`src/rtl/ul_cmp_sched_pkg.sv`:
```
// Shared types and constants for the uplink compression scheduler.
// State encoding, lane-index width helper, metadata widths, error bits.
package ul_cmp_sched_pkg;

  typedef enum logic [1:0] {
    IDLE,
    GNT,
    XFER,
    GAP
  } state_t;

  localparam int SLOT_W = 7;
  localparam int SYMB_W = 4;
  localparam int PRB_W  = 9;
  localparam int TYPE_W = 4;

  localparam int ERR_VLD = 0;
  localparam int ERR_POS = 1;

  function automatic int lane_w(input int n);
    return (n > 2) ? $clog2(n) : 1;
  endfunction

endpackage

```
`src/rtl/ul_cmp_sched_arb.sv`:
```
// Mask-based round-robin arbiter: lowest requester above the last
// winner, else lowest requester overall; pointer moves on advance.
import ul_cmp_sched_pkg::*;

module ul_rr_arbiter #(
  parameter int N  = 4,
  parameter int IW = lane_w(N)
) (
  input  logic          clk,
  input  logic          rst,
  input  logic [N-1:0]  req,
  input  logic          advance,
  output logic [N-1:0]  gnt,
  output logic [IW-1:0] idx
);

  logic [IW-1:0] ptr;
  logic [N-1:0]  mask;
  logic [N-1:0]  pool;

  // pick the first requester after the pointer, wrapping around
  always_comb begin
    mask = '0;
    for (int i = 0; i < N; i++)
      mask[i] = (i > int'(ptr));
    pool = ((req & mask) != '0) ? (req & mask) : req;
    gnt  = '0;
    idx  = '0;
    for (int i = N - 1; i >= 0; i--)
      if (pool[i]) begin
        gnt    = '0;
        gnt[i] = 1'b1;
        idx    = IW'(i);
      end
  end

  // last-winner pointer; reset value makes lane 0 win first
  always_ff @(posedge clk) begin
    if (rst)
      ptr <= IW'(N - 1);
    else if (advance && (|req))
      ptr <= idx;
  end

endmodule

```
`src/rtl/ul_compress_sched.sv`:
```
// Round-robin PRB-burst scheduler in front of the BFP compressor.
// Optional per-lane burst counters: define UL_CMP_SCHED_STAT_EN.
import ul_cmp_sched_pkg::*;

module ul_compress_sched #(
  parameter int NUM_REQ = 4,
  parameter int PRB_LEN = 24,
  parameter int GAP_CYC = 2
) (
  input  logic                        clk,
  input  logic                        rst,
  input  logic                        i_en,
  input  logic [NUM_REQ-1:0]          i_req,
  output logic [NUM_REQ-1:0]          o_gnt,
  input  logic [NUM_REQ-1:0]          i_vld,
  input  logic [NUM_REQ-1:0]          i_sop,
  input  logic [NUM_REQ-1:0]          i_eop,
  input  logic [NUM_REQ-1:0]          i_sel,
  input  logic [32*NUM_REQ-1:0]       i_din,
  input  logic [SLOT_W*NUM_REQ-1:0]   i_slot_idx,
  input  logic [SYMB_W*NUM_REQ-1:0]   i_symb_idx,
  input  logic [PRB_W*NUM_REQ-1:0]    i_prb_idx,
  input  logic [TYPE_W*NUM_REQ-1:0]   i_ch_type,
  input  logic                        i_err_clr,
  output logic                        o_sel,
  output logic                        o_sop,
  output logic                        o_eop,
  output logic                        o_vld,
  output logic [31:0]                 o_din,
  output logic [SLOT_W-1:0]           o_slot_idx,
  output logic [SYMB_W-1:0]           o_symb_idx,
  output logic [PRB_W-1:0]            o_prb_idx,
  output logic [TYPE_W-1:0]           o_type,
  output logic [7:0]                  o_info,
  output logic                        o_busy,
  output logic [1:0]                  o_err
`ifdef UL_CMP_SCHED_STAT_EN
  ,
  output logic [16*NUM_REQ-1:0]       o_prb_cnt
`endif
);

  localparam int LANE_W = lane_w(NUM_REQ);
  localparam int CNT_W  = 5;
  localparam logic [CNT_W-1:0] LAST = CNT_W'(PRB_LEN - 1);
  localparam logic [CNT_W-1:0] GLST = CNT_W'(GAP_CYC - 1);

  state_t              state;
  logic [LANE_W-1:0]   lane;
  logic [CNT_W-1:0]    cnt;
  logic [NUM_REQ-1:0]  arb_gnt;
  logic [LANE_W-1:0]   arb_idx;
  logic                start;
  logic                cap;
  logic [CNT_W-1:0]    beat;
  logic [1:0]          err_set;

  assign start = (state == IDLE) && i_en && (|i_req);
  assign cap   = (state == GNT) || ((state == XFER) && (cnt != LAST));
  assign beat  = (state == GNT) ? '0 : cnt + 1'b1;

  ul_rr_arbiter #(
    .N  (NUM_REQ),
    .IW (LANE_W)
  ) u_arb (
    .clk     (clk),
    .rst     (rst),
    .req     (i_req),
    .advance (start),
    .gnt     (arb_gnt),
    .idx     (arb_idx)
  );

  // flag checks on the beat being captured from the granted lane
  always_comb begin
    err_set = '0;
    if (cap) begin
      err_set[ERR_VLD] = !i_vld[lane];
      err_set[ERR_POS] = (i_sop[lane] != (beat == '0)) ||
                         (i_eop[lane] != (beat == LAST));
    end
  end

  // burst FSM with registered lane mux and sticky error flags
  always_ff @(posedge clk) begin
    if (rst) begin
      state      <= IDLE;
      lane       <= '0;
      cnt        <= '0;
      o_gnt      <= '0;
      o_sel      <= 1'b0;
      o_sop      <= 1'b0;
      o_eop      <= 1'b0;
      o_vld      <= 1'b0;
      o_din      <= '0;
      o_slot_idx <= '0;
      o_symb_idx <= '0;
      o_prb_idx  <= '0;
      o_type     <= '0;
      o_info     <= '0;
      o_busy     <= 1'b0;
      o_err      <= '0;
    end else begin
      o_gnt      <= '0;
      o_err      <= (o_err & ~{2{i_err_clr}}) | err_set;
      o_sel      <= 1'b0;
      o_sop      <= 1'b0;
      o_eop      <= 1'b0;
      o_vld      <= 1'b0;
      o_din      <= '0;
      o_slot_idx <= '0;
      o_symb_idx <= '0;
      o_prb_idx  <= '0;
      o_type     <= '0;
      o_info     <= '0;
      if (cap) begin
        o_sel      <= i_sel[lane];
        o_sop      <= (beat == '0);
        o_eop      <= (beat == LAST);
        o_vld      <= i_vld[lane];
        o_din      <= i_din[32*lane +: 32];
        o_slot_idx <= i_slot_idx[SLOT_W*lane +: SLOT_W];
        o_symb_idx <= i_symb_idx[SYMB_W*lane +: SYMB_W];
        o_prb_idx  <= i_prb_idx[PRB_W*lane +: PRB_W];
        o_type     <= i_ch_type[TYPE_W*lane +: TYPE_W];
        o_info     <= {{(8-LANE_W){1'b0}}, lane};
      end
      unique case (state)
        IDLE: begin
          if (start) begin
            o_gnt  <= arb_gnt;
            lane   <= arb_idx;
            o_busy <= 1'b1;
            state  <= GNT;
          end
        end
        GNT: begin
          cnt   <= '0;
          state <= XFER;
        end
        XFER: begin
          if (cnt == LAST) begin
            cnt   <= '0;
            state <= GAP;
          end else begin
            cnt <= cnt + 1'b1;
          end
        end
        GAP: begin
          if (cnt == GLST) begin
            cnt    <= '0;
            o_busy <= 1'b0;
            state  <= IDLE;
          end else begin
            cnt <= cnt + 1'b1;
          end
        end
        default: state <= IDLE;
      endcase
    end
  end

`ifdef UL_CMP_SCHED_STAT_EN
  // per-lane wrapping count of bursts, bumped on the eop beat
  always_ff @(posedge clk) begin
    if (rst)
      o_prb_cnt <= '0;
    else if (cap && (beat == LAST))
      o_prb_cnt[16*lane +: 16] <= o_prb_cnt[16*lane +: 16] + 16'd1;
  end
`endif

endmodule
```
`config.mk`:
```
export PLATFORM = sky130hd
export DESIGN_NAME = ul_compress_sched
export DESIGN_NICKNAME = d
export VERILOG_FILES = /design/src/rtl/ul_cmp_sched_pkg.sv /design/src/rtl/ul_cmp_sched_arb.sv /design/src/rtl/ul_compress_sched.sv
export SDC_FILE = /design/constraint.sdc
export NUM_CORES = 1
export LEC_CHECK = 0
export ABC_CLOCK_PERIOD_IN_PS = 2150
export BUFFER_PORTS_ARGS = -buffer_cell sky130_fd_sc_hd__buf_2
export CAP_MARGIN = 30
export CORE_AREA = 4 4 124 126
export CTS_CLUSTER_DIAMETER = 40
export CTS_CLUSTER_SIZE = 28
export DETAILED_ROUTE_END_ITERATION = 16
export DIE_AREA = 0 0 128 130
export RECOVER_POWER = 25
export SETUP_SLACK_MARGIN = 0.1
export SLEW_MARGIN = 20
export SYNTH_ARGS = -nofsm -noshare
export SYNTH_HDL_FRONTEND = slang
export SYNTH_SLANG_ARGS = --single-unit
```
`constraint.sdc`:
```
create_clock -name clk -period 2.15 [get_ports clk]
set_clock_uncertainty 0.1 [all_clocks]
set_input_delay 0.5375 -clock clk [delete_from_list [all_inputs] [get_ports clk]]
set_output_delay 0.5375 -clock clk [all_outputs]
set_load 0.02 [all_outputs]
```
# --- Word level (Yosys, flattened, before mapping) ---
# Index checks and enable logic that the tools add are counted.
classes:
  n_addsub: 1
  mul: 2
  magnitude_cmp: 4
  n_eq_ne: 12
  shift: 5
  mux: 29
  bitwise: 7
  reduce_logical: 21
op_table:
  columns: ["op", "count"]
  rows:
  - ["$shiftx A128 B8 Y32", 1]
  - ["$shiftx A36 B7 Y9", 1]
  - ["$shiftx A16 B5 Y4", 2]
  - ["$shiftx A28 B6 Y7", 1]
  - ["$mux W2", 9]
  - ["$mux W5", 3]
  - ["$pmux W5 S3", 1]
  - ["$eq A5 B5 Y1 const B", 2]
  - ["$bmux W1 S2", 4]
  - ["$mux W4", 2]
  - ["$pmux W2 S4", 1]
  - ["$reduce_or A4 Y1", 2]
  - ["$mux W1", 7]
  - ["$mul A4 B2 Y6 const A", 1]
  - ["$reduce_and A3 Y1", 2]
  - ["$reduce_or A6 Y1", 1]
  - ["$add A5 B1 Y5 const B", 1]
  - ["$eq A5 B1 Y1 const B", 1]
  - ["$logic_not A5 Y1", 1]
  - ["$mul A3 B2 Y5 const A", 1]
  - ["$ne A5 B5 Y1 const B", 1]
  - ["$reduce_or A5 Y1", 1]
  - ["$and A4 B4 Y4", 1]
  - ["$eq A2 B2 Y1 const B", 2]
  - ["other kinds (23)", 32]
word_totals:
  register_bits: 86
  inputBits: 248
  output_inout_bits: 75
  elab_cells: 102

# --- Depth between registers and ports, before layout ---
# Gate-level depths: netlist of the first run.
depth:
  ltp_word: 8
  ltp_mapped: 7
  mapped_depth_nobuf: 7

# --- Modules after synthesis ---
# A second synthesis of the first run with hierarchy kept.
unflattened:
  hier_cells: 349
  hier_area_um2: 4270.3
by_module_without_submodules:
  columns: ["module", "n_inst", "cells_each", "area_each_um2", "seq_area_each_um2"]
  rows:
  - ["ul_compress_sched", 1, 314, 4012.6, 1561.5]
  - ["ul_rr_arbiter", 1, 35, 257.7, 40.0]

# --- Worst setup path after synthesis of the first run ---
# No wires, ideal clock.
synth_path:
  path_type: "input port to flip-flop"
  start: "input i_req[1]"
  end: "register state[1]"
  arrival_time_ns: 1.538
  t_required_ns: 1.922
  slack_ns: 0.384
  cell_stages: 5
  n_path_buf: 0
  cell_sequence: "or2_1 o311a_1 o211ai_4 mux2i_1 nor2_1"
synth_between:
  elab_chain_len: 4
synth_rtl:
  columns: ["element", "line", "text"]
  rows:
  - ["start, declared", "ul_compress_sched.sv:13", "input logic [NUM_REQ-1:0] i_req,"]
  - ["$reduce_or A4 Y1", "ul_compress_sched.sv:58", "assign start = (state == IDLE) && i_en && (|i_req);"]
  - ["$logic_and A1 B1 Y1", "ul_compress_sched.sv:58", null]
  - ["$ne A2 B1 Y1 (no source line)", null, null]
  - ["$reduce_and A3 Y1 (no source line)", null, null]
  - ["end signal, assigned", "ul_compress_sched.sv:87", "state <= IDLE;"]
  - ["end signal, assigned", "ul_compress_sched.sv:134", "state <= GNT;"]
  - ["end signal, assigned", "ul_compress_sched.sv:139", "state <= XFER;"]
  - ["end, declared", "ul_compress_sched.sv:48", "state_t state;"]
# Every way passes these cells.
# A chain may end at the register's enable or synchronous reset.

# --- Final worst setup path of the first run ---
layout_path:
  start: "register cnt[1]"
  end: "register cnt[3]"
layout_between:
  elab_chain_len: 3
  elab_cells_between_ends: 6
  cone_classes: "add/sub (1); eq/ne (2); mux (3)"
layout_rtl:
  columns: ["element", "line", "text"]
  rows:
  - ["start, declared", "ul_compress_sched.sv:50", "logic [CNT_W-1:0] cnt;"]
  - ["start signal, assigned", "ul_compress_sched.sv:146", "cnt <= cnt + 1'b1;"]
  - ["start signal, assigned", "ul_compress_sched.sv:155", "cnt <= cnt + 1'b1;"]
  - ["$add A5 B1 Y5, or another cell as far along", "ul_compress_sched.sv:146, ul_compress_sched.sv:155", null]
  - ["$mux W5 (on tied branches)", "ul_compress_sched.sv:150, ul_compress_sched.sv:142", null]
  - ["$pmux W5 S3 (*)", "ul_compress_sched.sv:128", "unique case (state)"]
# Every way passes the cells marked *; elsewhere a longest branch is shown, timed or not.

==> metrics.md, run 1 <==
| Metric | Value |
|---|---|
| Hold Slack | `356 ps` |
| Total GRT Usage | `about 16%` |
| Die Y | `130 um` |
| Top cells by count, synth | `80 x dfxtp_1, 61 x and2_1, 59 x mux4_2` |
| Compound-cell area share of the yosys netlist | `6.84%` |
| CTS Buffer Depth | `2` |
| Number of detailed-route iterations in the first pass | `4` |
| Clock buffer count from CTS | `9` |
| Minimum clock period | `1900 ps` |
| Unrepaired setup endpoints after global routing | `yes` |
| Die width | `128 um` |
| Post-synth top area share | `38.4%` |
| Crit-path max FO | `6` |
| Io pins | `323` |
| Worst skew pair latency | `around 320 ps` |
| Routed WL | `approximately 15 mm` |
| Worst Path Arrival | `~2000 ps` |
| Post-Place Cell Area | `approximately 6000 um2` |
| Post_cts resized | `0` |
| CTS Hold Bufs | `0` |
| Worst path cell trace | `inv_1, ha_1, or4b_4, nand2_4, a211oi_4, a41oi_1, a311oi_1` |
| Worst Hold End | `o_err[0]` |
| Syn Area/Cell | `approximately 13 um2` |
| R2R setup slack | `between 200 and 250 ps` |
| Area growth, synth to finish | `49.3%` |
| Seq cells post-synth | `80` |
| Global-route wire length before repair | `roughly 21 mm` |
| Post-Synthesis Cell Area | `~4200 um2` |
| Layout cells sized above 1 | `around three fifths` |
| Clock Sinks | `80` |
| CP delay by family, top | `compound AO/OA/AOI/OAI gates` |
| Worst VDD drop | `around 0.4 mV` |
| Post-synth EDFFs | `0` |
| Worst Hold Class | `reg2reg` |
| DP Wirelength | `12.3 mm` |
| Post-synthesis mux area share | `between 30% and 40%` |
| Pins Over Slew Limit | `0` |
| Total gr overflow | `0` |
| Post CTS Setup Buffer Count | `0` |
| Period utilisation layout | `88.5%` |
| Root buffer cell | `clkbuf_16` |
| Count leader, synth | `dfxtp_1` |
| PortBufs | `316` |
| Max cap viols | `0` |
| Simple-gate area share of the yosys netlist | `between 10% and 20%` |
| Commonest register cell after synthesis | `dfxtp_1` |
| WHS Path Cells | `2` |
| FF-to-FF End | `cnt[3]` |
| Routability cong. | `approximately 0.86` |
| Worst-path clk slew | `roughly 60 ps` |
| TritonCTS clock tree | `built` |
| Seq/Total Area, Yosys | `approximately two fifths` |
| H-tree depth | `3` |
| Synth async-reset ratio | `0%` |
| Filler cell count | `1,431` |
| Synth area leaders | `dfxtp_1 38%, mux4_2 32%, and2_1 9.1%` |
| CP max-delay cell | `dfxtp_1` |
| CP endpoint kind | `flip-flop` |
| Combinational power share | `39.8%` |
| Routed Antenna Nets | `0` |
| Reg2reg path depth | `7` |
| Core ar. | `14,300 um2` |
| Final #Nets | `slightly below 900` |
| Reg2reg start | `cnt[1]` |
| FP Rows | `44` |
| DR vias/cell | `4.72` |
| Synth warn | `0` |
| Buf/Inv on CP | `1` |
| Sw power | `just under 2 mW` |
| Critical path type | `reg2reg` |
| Initial antenna violation count | `1` |
| Fmax | `0.526 GHz` |
| Design area | `between 6000 and 7000 um2` |
| Tightest Pin Transition | `~780 ps` |
| Endpoints failing setup | `0` |
| Status | `finished clean` |
| Final TNS setup | `0 ps` |
| Largest family of logic cells by synthesized area | `multiplexers` |
| WL/cell | `around 18 um` |
| Largest net degree at the start of global routing | `35` |
| Hold_sp | `o_err[0]` |
| Vias | `~3,900` |
| Synth Instances | `329` |
| DRC errors left | `0` |
| Leakage Power | `2.79 nW` |
| Placed cells | `between 800 and 900` |
| Final hold violations | `0` |
| PD cells | `between 900 and 1000 nW/um2` |
| Tot Pwr | `about 5.8 mW` |
| Clock power frac | `a little over a quarter` |
| Relative slew margins | `47.5%` |
| Netlist cell types | `between 40 and 50` |
| Internal power | `approximately 3.8 mW` |
| Synth Area in XOR/XNOR | `0.840%` |
| Worst Path Required | `roughly 2300 ps` |
| Sequential power share | `approximately a third` |
| Post-Synth Adder-Cell Area | `2.10%` |
| 1st-iter DRT viols | `around 160` |
| Initial Util | `between 20% and 30%` |
| Switching Share | `between 30% and 40%` |
| CP peak stage delay | `~420 ps` |
| Die area | `16,600 um2` |
| Layout Cells excl Fill | `~830` |
| Number of global-route vias before repair | `~4,000` |
| Synth area leader | `dfxtp_1` |
| Worst setup SP type | `flip-flop` |
-- sequential cells by signal, indices dropped and copies added, names as in the netlist --
name	count
o_sop	1
o_info	2
o_vld	1
o_symb_idx	4
cnt	5
o_din	32
o_err	2
lane	2
o_sel	1
u_arb.ptr	2
state	2
o_eop	1
o_prb_idx	9
o_slot_idx	7
o_type	4
o_gnt	4
o_busy	1
-- cells in the final DEF, fill, tap and decap left out, drive strengths merged, types with 3 or more instances in the layout --
cell	count
a21oi	10
a41oi	3
and2	61
buf	288
clkbuf	47
conb	6
dfxtp	80
ha	7
inv	11
mux4	60
nand2	13
nand3	4
nor2	9
nor3	3
o211ai	3
o21ai	9
or3	3
-- power groups by stage --
stage          clock network (mW)  registers [mW]  logic, mW
6_report                     1.55            1.91       2.29
5_1_grt                      1.68            1.95       2.49
4_1_cts                      1.61            1.92       2.38
3_5_place_dp                    0            1.95       2.37
3_3_place_gp                    0            1.94       2.33
2_1_floorplan                   0            2.25       1.20
-- worst min-delay path: stages (launching register included) --
cell and delay [ps]:
dfxtp_1 320, nand2_1 40, o21ai_0 60
-- through the flow --
stage                     utilization (%)  setup WS [ps]
after global placement               41.6            192
final                                43.5            248
after global routing                 43.5           84.0
after CTS                            43.8            177
after floorplan                         -            384
after detailed placement             41.6            181
-- worst max path at each step --
stage,slack [ps],cells after the start,to,from
finish,250,7,cnt[3],cnt[1]
global route,80,6,o_err[1],cnt[1]
CTS,180,6,o_err[1],cnt[1]
detailed placement,180,6,o_err[1],cnt[1]
global placement,190,6,state[1],i_req[1]
floorplan,380,5,state[1],i_req[1]
-- cell type report --
cell class	instances	area, um2	area share [%]
Antenna cell	2	5.00	0.0804
Sequential cell	80	1610	25.8
Timing Repair Buffer	324	1650	26.4
Multi-Input combinational cell	214	2390	38.5
Clock inverter	4	51.3	0.824
Tap cell	184	230	3.70
Clock buffer	11	254	4.08
Inverter	10	37.5	0.603
-- cell families (layout without fill, tap and decap cells) --
logic type      count (synthesis)  in the layout
fa+ha+maj                       7              7
mux                            62             62
other cells                     1              8
compound gates                 35             35
xor+xnor                        4              4
buf+inv                        40            349
simple gates                  100            100
flops                          80             80
-- metal layers --
layer  up-vias  part of all wire, %  wire length (um)  GRT usage [%]
met1      1876                   40              5850           20.5
li1       1829                    -                 -              -
met2       188                   50              7350           27.6
met4         0                  1.9               274           4.93
met3        20                  8.4              1240           4.22
met5         -                    0                 0              0
Note: power is estimated with default switching activity, not from simulation.
==> run 2: changes to the inputs <==
--- a/config.mk
+++ b/config.mk
@@ -5,15 +5,15 @@
 export SDC_FILE = /design/constraint.sdc
 export NUM_CORES = 1
 export LEC_CHECK = 0
-export ABC_CLOCK_PERIOD_IN_PS = 2150
+export ABC_CLOCK_PERIOD_IN_PS = 2400
 export BUFFER_PORTS_ARGS = -buffer_cell sky130_fd_sc_hd__buf_2
 export CAP_MARGIN = 30
-export CORE_AREA = 4 4 124 126
+export CORE_AREA = 4 4 123 125
 export CTS_CLUSTER_DIAMETER = 40
 export CTS_CLUSTER_SIZE = 28
 export DETAILED_ROUTE_END_ITERATION = 16
-export DIE_AREA = 0 0 128 130
-export RECOVER_POWER = 25
+export DIE_AREA = 0 0 127 129
+export GPL_TIMING_DRIVEN = 0
 export SETUP_SLACK_MARGIN = 0.1
 export SLEW_MARGIN = 20
 export SYNTH_ARGS = -nofsm -noshare
==> constraint.sdc (replaced) <==
create_clock -name clk -period 2.4 [get_ports clk]
set_clock_uncertainty 0.1 [all_clocks]
set_input_delay 0.6 -clock clk [delete_from_list [all_inputs] [get_ports clk]]
set_output_delay 0.6 -clock clk [all_outputs]
set_load 0.02 [all_outputs]
==> metrics.md, run 2 (same netlist as run 1, synthesis figures left out) <==
| Metric | Value |
|---|---|
| Routability cong. | `0.899 (+4.3%)` |
| Core ar. | `13,900 um2 (-3.0%)` |
| Initial antenna violation count | `2 (+1)` |
| CP endpoint kind | `flip-flop` |
| Total gr overflow | `0 (unchanged)` |
| Worst Path Arrival | `2240 ps (+210 ps)` |
| DR vias/cell | `4.76 (+0.88%)` |
| DP Wirelength | `13.4 mm (+8.4%)` |
| FP Rows | `43 (-2.3%)` |
| Leakage Power | `3.01 nW (+8.1%)` |
| Crit-path max FO | `10 (+4)` |
| Multi-input gate area | `2390 um2 (unchanged)` |
| Routed WL | `15.8 mm (+7.6%)` |
| Initial Util | `30.1% (+0.91 points)` |
| CP max-delay cell | `dfxtp_1` |
| Vias | `4,014 (+2.6%)` |
| Final #Nets | `915 (+2.3%)` |
| CP peak stage delay | `470 ps (+50 ps)` |
| H-tree depth | `3 (unchanged)` |
| Biggest regs | `o_din x32, o_prb_idx x9, o_slot_idx x7` |
| Number of detailed-route iterations in the first pass | `4 (unchanged)` |
| Die area | `16,400 um2 (-1.5%)` |
| Met3 Routed Length | `1.46 mm (+18%)` |
| DRC errors left | `0 (unchanged)` |
| WL met1 | `6.13 mm (+4.8%)` |
| Worst setup SP type | `flip-flop` |
| Global-route wire length before repair | `22.8 mm (+8.9%)` |
| Max FFs per register | `32 (unchanged)` |
| Period utilisation layout | `88.1% (-0.42 points)` |
| Fmax | `0.473 GHz (-10%)` |
| Status | `finished clean` |
| Post-Place Cell Area | `5990 um2 (+0.52%)` |
| Largest net degree at the start of global routing | `13 (-63%)` |
| Number of global-route vias before repair | `4,262 (+5.5%)` |
| Tot Pwr | `5.37 mW (-6.6%)` |
| Max cap viols | `0 (unchanged)` |
| Area growth, synth to finish | `52.0%` |
| Routed Antenna Nets | `0 (unchanged)` |
| Clock Sinks | `80 (unchanged)` |
| Clock buffer count from CTS | `9 (unchanged)` |
| TritonCTS clock tree | `built` |
| Most common cell after layout, fill and taps aside | `buf_2` |
| Worst VDD drop | `0.384 mV (-2.9%)` |
| PD cells | `847 nW/um2 (-8.3%)` |
| Die Y | `129 um (-0.77%)` |
| Io pins | `323 (unchanged)` |
| Endpoints failing setup | `0 (unchanged)` |
| Final hold violations | `0 (unchanged)` |
| Worst-path clk slew | `60 ps (about the same)` |
| Critical path type | `reg2reg` |
| Buf/Inv on CP | `1 (unchanged)` |
| Met2 wire len | `7.96 mm (+8.2%)` |
| Most frequent cells in the layout | `322 x buf_2, 80 x dfxtp_1, 61 x and2_1, 59 x mux4_2, 13 x clkbuf_1` |
| PortBufs | `315 (-0.32%)` |
| Final TNS setup | `0 ps (unchanged)` |
| Worst Path Required | `2530 ps (+250 ps)` |
| 1st-iter DRT viols | `128 (-22%)` |
| Layout cells sized above 1 | `62.6% (+4.3 points)` |
| Filler cell count | `1,324 (-7.5%)` |
| CP delay by family, top | `flip-flops` |
| CTS Buffer Depth | `2 (unchanged)` |
| CTS Hold Bufs | `0 (unchanged)` |
| Relative slew margins | `55.3% (+7.7 points)` |
| Pins Over Slew Limit | `0 (unchanged)` |
| WL/cell | `18.8 um (+5.8%)` |
| Largest reg by FF count | `o_din` |
| Minimum clock period | `2110 ps (+211 ps)` |
| Register area | `1600 um2 (-0.39%)` |
| Worst path cell trace | `ha_1, nand2_1, o21ai_4, a21oi_4, clkbuf_1, and2_1` |
| Design area | `6340 um2 (+1.8%)` |
| Die width | `127 um (-0.78%)` |
| Total GRT Usage | `18.3% (+2.1 points)` |
| Final antenna diode count | `0 (-2)` |
| Worst skew pair latency | `340 ps (+20 ps)` |
| Worst Hold Class | `reg2reg` |
| Root buffer cell | `clkbuf_16` |
| Top Layer Used | `met5` |
| Tightest Pin Transition | `671 ps (-106 ps)` |
| Unrepaired setup endpoints after global routing | `no` |
run 2: worst paths after layout:
check | start | endpoint | slack (ps) | cells past startpoint
min | o_err[0] | o_err[0] | 350 | 2
min reg2reg | o_err[0] | o_err[0] | 350 | 2
max reg2reg | cnt[0] | o_din[31] | 290 | 6
max | cnt[0] | o_din[31] | 290 | 6
run 2: stage by stage:
| step | hold WS, ps | setup slack [ps] | utilization, % | instances |
|---|---|---|---|---|
| after global routing | 372 | 110 | 45.7 | 843 |
| after detailed placement | 351 | 95.8 | 43.2 | 829 |
| after CTS | 363 | 233 | 45.7 | 843 |
| after global placement | 346 | 133 | 43.2 | 829 |
| final | 354 | 287 | 45.7 | 843 |
| after floorplan | 356 | 571 | - | 334 |
run 2: metal layers:
metal	up-vias	global-route usage (%)
li1	1870	-
met5	-	0
met2	209	31.6
met1	1908	21.4
met4	4	6.69
met3	23	5.94
run 2: tightest hold or removal path: cells and delay by family (launching register included):
family	cells	cell delay, ps
simple gates	1	50
flops	1	320
compound gates	1	50
run 2: area by class of cell:
type / count / share of cell area [%]
multi-input cells: 214 / 37.8
flip-flops and latches: 80 / 25.3
repair buffers: 315 / 24.9
clock buffers: 11 / 3.99
well taps: 180 / 3.55
plain buffers: 30 / 2.58
clock inverters: 3 / 1.42
inverters: 10 / 0.592
run 2: report_power, final:
group | leakage (nW) | switching (mW) | internal [mW]
clock | 0.168 | 0.527 | 1.06
combinational | 2.19 | 1.15 | 0.947
sequential | 0.651 | 0.0933 | 1.60
total | 3.01 | 1.77 | 3.61
run 2: timing repair:
| action | in CTS | in global routing |
|---|---|---|
| resized for setup | 1 | 0 |
| endpoints found under the setup margin | 2 | 0 |
| buffers inserted | 0 | 0 |
==> run 3: changes to the inputs <==
--- a/config.mk
+++ b/config.mk
@@ -5,7 +5,7 @@
 export SDC_FILE = /design/constraint.sdc
 export NUM_CORES = 1
 export LEC_CHECK = 0
-export ABC_CLOCK_PERIOD_IN_PS = 2400
+export ABC_CLOCK_PERIOD_IN_PS = 2500
 export BUFFER_PORTS_ARGS = -buffer_cell sky130_fd_sc_hd__buf_2
 export CAP_MARGIN = 30
 export CORE_AREA = 4 4 123 125
@@ -18,4 +18,5 @@
 export SLEW_MARGIN = 20
 export SYNTH_ARGS = -nofsm -noshare
 export SYNTH_HDL_FRONTEND = slang
+export SYNTH_HIERARCHICAL = 1
 export SYNTH_SLANG_ARGS = --single-unit
==> constraint.sdc (replaced) <==
create_clock -name clk -period 2.5 [get_ports clk]
set_clock_uncertainty 0.1 [all_clocks]
set_input_delay 0.625 -clock clk [delete_from_list [all_inputs] [get_ports clk]]
set_output_delay 0.625 -clock clk [all_outputs]
set_load 0.02 [all_outputs]
==> metrics.md, run 3 <==
| Metric | Value |
|---|---|
| DP Wirelength | `13.6 mm (+1.6%)` |
| Largest reg by FF count | `o_din` |
| Die Y | `129 um (unchanged)` |
| CP startpoint | `lane[1]` |
| FP Rows | `43 (unchanged)` |
| Util after Layout | `45.9% (+0.20 points)` |
| Worst Hold Class | `reg2reg` |
| Clock Sinks | `80 (unchanged)` |
| DRC errors left | `0 (unchanged)` |
| Post-Synthesis Cell Area | `4270 um2 (+2.4%)` |
| Largest net degree at the start of global routing | `13 (unchanged)` |
| Internal power | `3.20 mW (-11%)` |
| Layout cells sized above 1 | `61.8% (-0.84 points)` |
| Worst skew pair latency | `340 ps (about the same)` |
| Seq/Total Area, Yosys | `37.5% (-0.89 points)` |
| Syn Area/Cell | `12.2 um2 (-3.5%)` |
| H-tree depth | `3 (unchanged)` |
| Post-synth top area share | `37.5% (-0.89 points)` |
| Tightest Pin Transition | `662 ps (-8.52 ps)` |
| Die area | `16,400 um2 (unchanged)` |
| Critical path type | `reg2reg` |
| CP max-delay cell | `clkbuf_1` |
| Synth area leader | `dfxtp_1` |
| Io pins | `323 (unchanged)` |
| Post-synth EDFFs | `0 (unchanged)` |
| R2R setup slack | `360 ps (+70 ps)` |
| Netlist cell types | `50 (+14%)` |
| WL/cell | `18.5 um (-1.3%)` |
| CP endpoint kind | `flip-flop` |
| Pins Over Slew Limit | `0 (unchanged)` |
| Period utilisation layout | `85.7% (-2.3 points)` |
| Final hold violations | `0 (unchanged)` |
| Routed WL | `16.0 mm (+1.3%)` |
| DR vias/cell | `4.85 (+1.9%)` |
| Crit path to | `o_din[12]` |
| Number of detailed-route iterations in the first pass | `4 (unchanged)` |
| Clock power frac | `25.0% (-4.6 points)` |
| Core ar. | `13,900 um2 (unchanged)` |
| Endpoints failing setup | `0 (unchanged)` |
| Routability cong. | `0.940 (+4.6%)` |
| Reg2reg path depth | `4 (-2)` |
| Worst Path Arrival | `2270 ps (+30 ps)` |
| Top cells by count, synth | `80 x dfxtp_1, 65 x and2_1, 60 x mux4_2` |
| Unrepaired setup endpoints after global routing | `no` |
| Most frequent cells in the layout | `323 x buf_2, 80 x dfxtp_1, 65 x and2_1, 60 x mux4_2, 19 x nor2_1` |
| FF-to-FF End | `o_din[12]` |
| Synth async-reset ratio | `0% (unchanged)` |
| Synth warn | `6 (+6)` |
| Final TNS setup | `0 ps (unchanged)` |
| Top cell by count, worst path | `clkbuf_1` |
| TritonCTS clock tree | `built` |
| Combinational power share | `42.1% (+3.2 points)` |
| 1st-iter DRT viols | `150 (+17%)` |
| Status | `finished clean` |
| Synth Instances | `349 (+6.1%)` |
| Total GRT Usage | `18.5% (+0.12 points)` |
| Crit-path max FO | `10 (unchanged)` |
| Area growth, synth to finish | `49.2%` |
| PD cells | `775 nW/um2 (-8.5%)` |
| PortBufs | `316 (+0.32%)` |
| Reg2reg start | `lane[1]` |
| Total gr overflow | `0 (unchanged)` |
| Leakage Power | `3.05 nW (+1.3%)` |
| Switching Share | `35.2% (+2.3 points)` |
| Worst VDD drop | `0.307 mV (-20%)` |
| Count leader, synth | `dfxtp_1` |
| Most common cell after layout, fill and taps aside | `buf_2` |
| Synth area leaders | `dfxtp_1 38%, mux4_2 32%, and2_1 9.5%` |
| Sequential power share | `32.9% (+1.4 points)` |
| Initial antenna violation count | `0 (-2)` |
| Commonest register cell after synthesis | `dfxtp_1` |
| CTS Buffer Depth | `2 (unchanged)` |
| Fmax | `0.466 GHz (-1.4%)` |
| Clock buffer count from CTS | `9 (unchanged)` |
| Initial Util | `30.8% (+0.71 points)` |
| Seq cells post-synth | `80 (unchanged)` |
| Final #Nets | `936 (+2.3%)` |
| Worst path cell trace | `clkbuf_1, clkbuf_1, mux4_2, and2_1` |
| Worst Path Required | `2630 ps (+100 ps)` |
| Global-route wire length before repair | `23.0 mm (+0.75%)` |
| Worst-path clk slew | `60 ps (about the same)` |
| Number of global-route vias before repair | `4,400 (+3.2%)` |
| Die width | `127 um (unchanged)` |
| Worst setup SP type | `flip-flop` |
| Relative slew margins | `55.8% (+0.57 points)` |
| Max FFs per register | `32 (unchanged)` |
| Sw power | `1.73 mW (-1.7%)` |
| Minimum clock period | `2140 ps (+30.3 ps)` |
| Routed Antenna Nets | `0 (unchanged)` |
| Biggest regs | `o_din x32, o_prb_idx x9, o_slot_idx x7` |
| Root buffer cell | `clkbuf_16` |
| Final antenna diode count | `0 (unchanged)` |
| Max cap viols | `0 (unchanged)` |
| CP peak stage delay | `550 ps (+80 ps)` |
| Vias | `4,197 (+4.6%)` |
## run 3: cell types whose count changed after synthesis, sizes merged, moves of 3 or more
cell | previous run | this run
or3 | 3 | 0
and2 | 61 | 67
a21oi | 10 | 13
nor2 | 9 | 19
## run 3: how the worst min path moves through the flow
stage	start	slack, ps	depth (start not counted)	endpoint
CTS	o_err[0]	360	2	o_err[0]
floorplan	cnt[4]	390	2	cnt[4]
global route	o_err[0]	390	2	o_err[0]
finish	o_err[0]	360	2	o_err[0]
global placement	o_err[0]	340	2	o_err[0]
detailed placement	o_err[0]	350	2	o_err[0]
## run 3: logic make-up (layout without fill, tap and decap cells)
kind of cell               count (synthesis)  count (layout)  share of synthesized area (%)
and+or+nand+nor                          115             115                           16.0
DFF                                       80              80                           37.5
muxes                                     63              63                           32.3
buffers and inverters                     41             372                           4.51
AOI/OAI and AO/OA                         39              39                           6.89
adders and majority gates                  7               7                           2.05
xor gates and xnor gates                   3               3                          0.615
other                                      1               6                         0.0878
## run 3: repair_timing
item | in CTS | in global routing
buffers inserted | 0 | 0
endpoints found under the setup margin | 0 | 10
gates resized for setup | 0 | 2
endpoints found under the hold margin | 0 | 0
hold buffers | 0 | 0
## run 3: power by group through the flow
stage	Clock (mW)	Combinational, mW	Sequential (mW)
final	1.23	2.08	1.62
after global routing	1.32	2.28	1.65
after CTS	1.27	2.12	1.63
after detailed placement	0	2.11	1.65
after global placement	0	2.08	1.65
after floorplan	0	1.08	1.94
## run 3: final cells by class
type,instances,area (um2)
fillers,1368,7510
inverters,11,41.3
well taps,180,225
clock inverters,4,20.0
repair buffers,316,1580
multi-input cells,233,2490
flip-flops and latches,80,1600
clock buffers,11,253
plain buffers,30,153
## run 3: worst max-delay path, delay by kind of cell, from the launching register on
kind	cells	cell delay (ps)
muxes	1	400
DFF	1	300
buffers and inverters	2	1060
and+or+nand+nor	1	170
## run 3: metrics by stage
| stage | cells | cell area [um2] | total power, mW | hold WS (ps) | setup slack [ps] |
|---|---|---|---|---|---|
| 3_3_place_gp | 850 | 6100 | 3.73 | 340 | 167 |
| 2_1_floorplan | 354 | 4290 | 3.02 | 387 | 683 |
| 3_5_place_dp | 850 | 6100 | 3.77 | 349 | 162 |
| 5_1_grt | 865 | 6370 | 5.25 | 395 | 163 |
| 4_1_cts | 865 | 6370 | 5.02 | 363 | 169 |
| 6_report | 865 | 6370 | 4.94 | 359 | 356 |
## run 3: metal layers
layer	GRT usage, %	wire length [um]
met5	0	0
met4	8.71	447
met3	4.69	1460
met2	32.0	8140
met1	21.4	5990
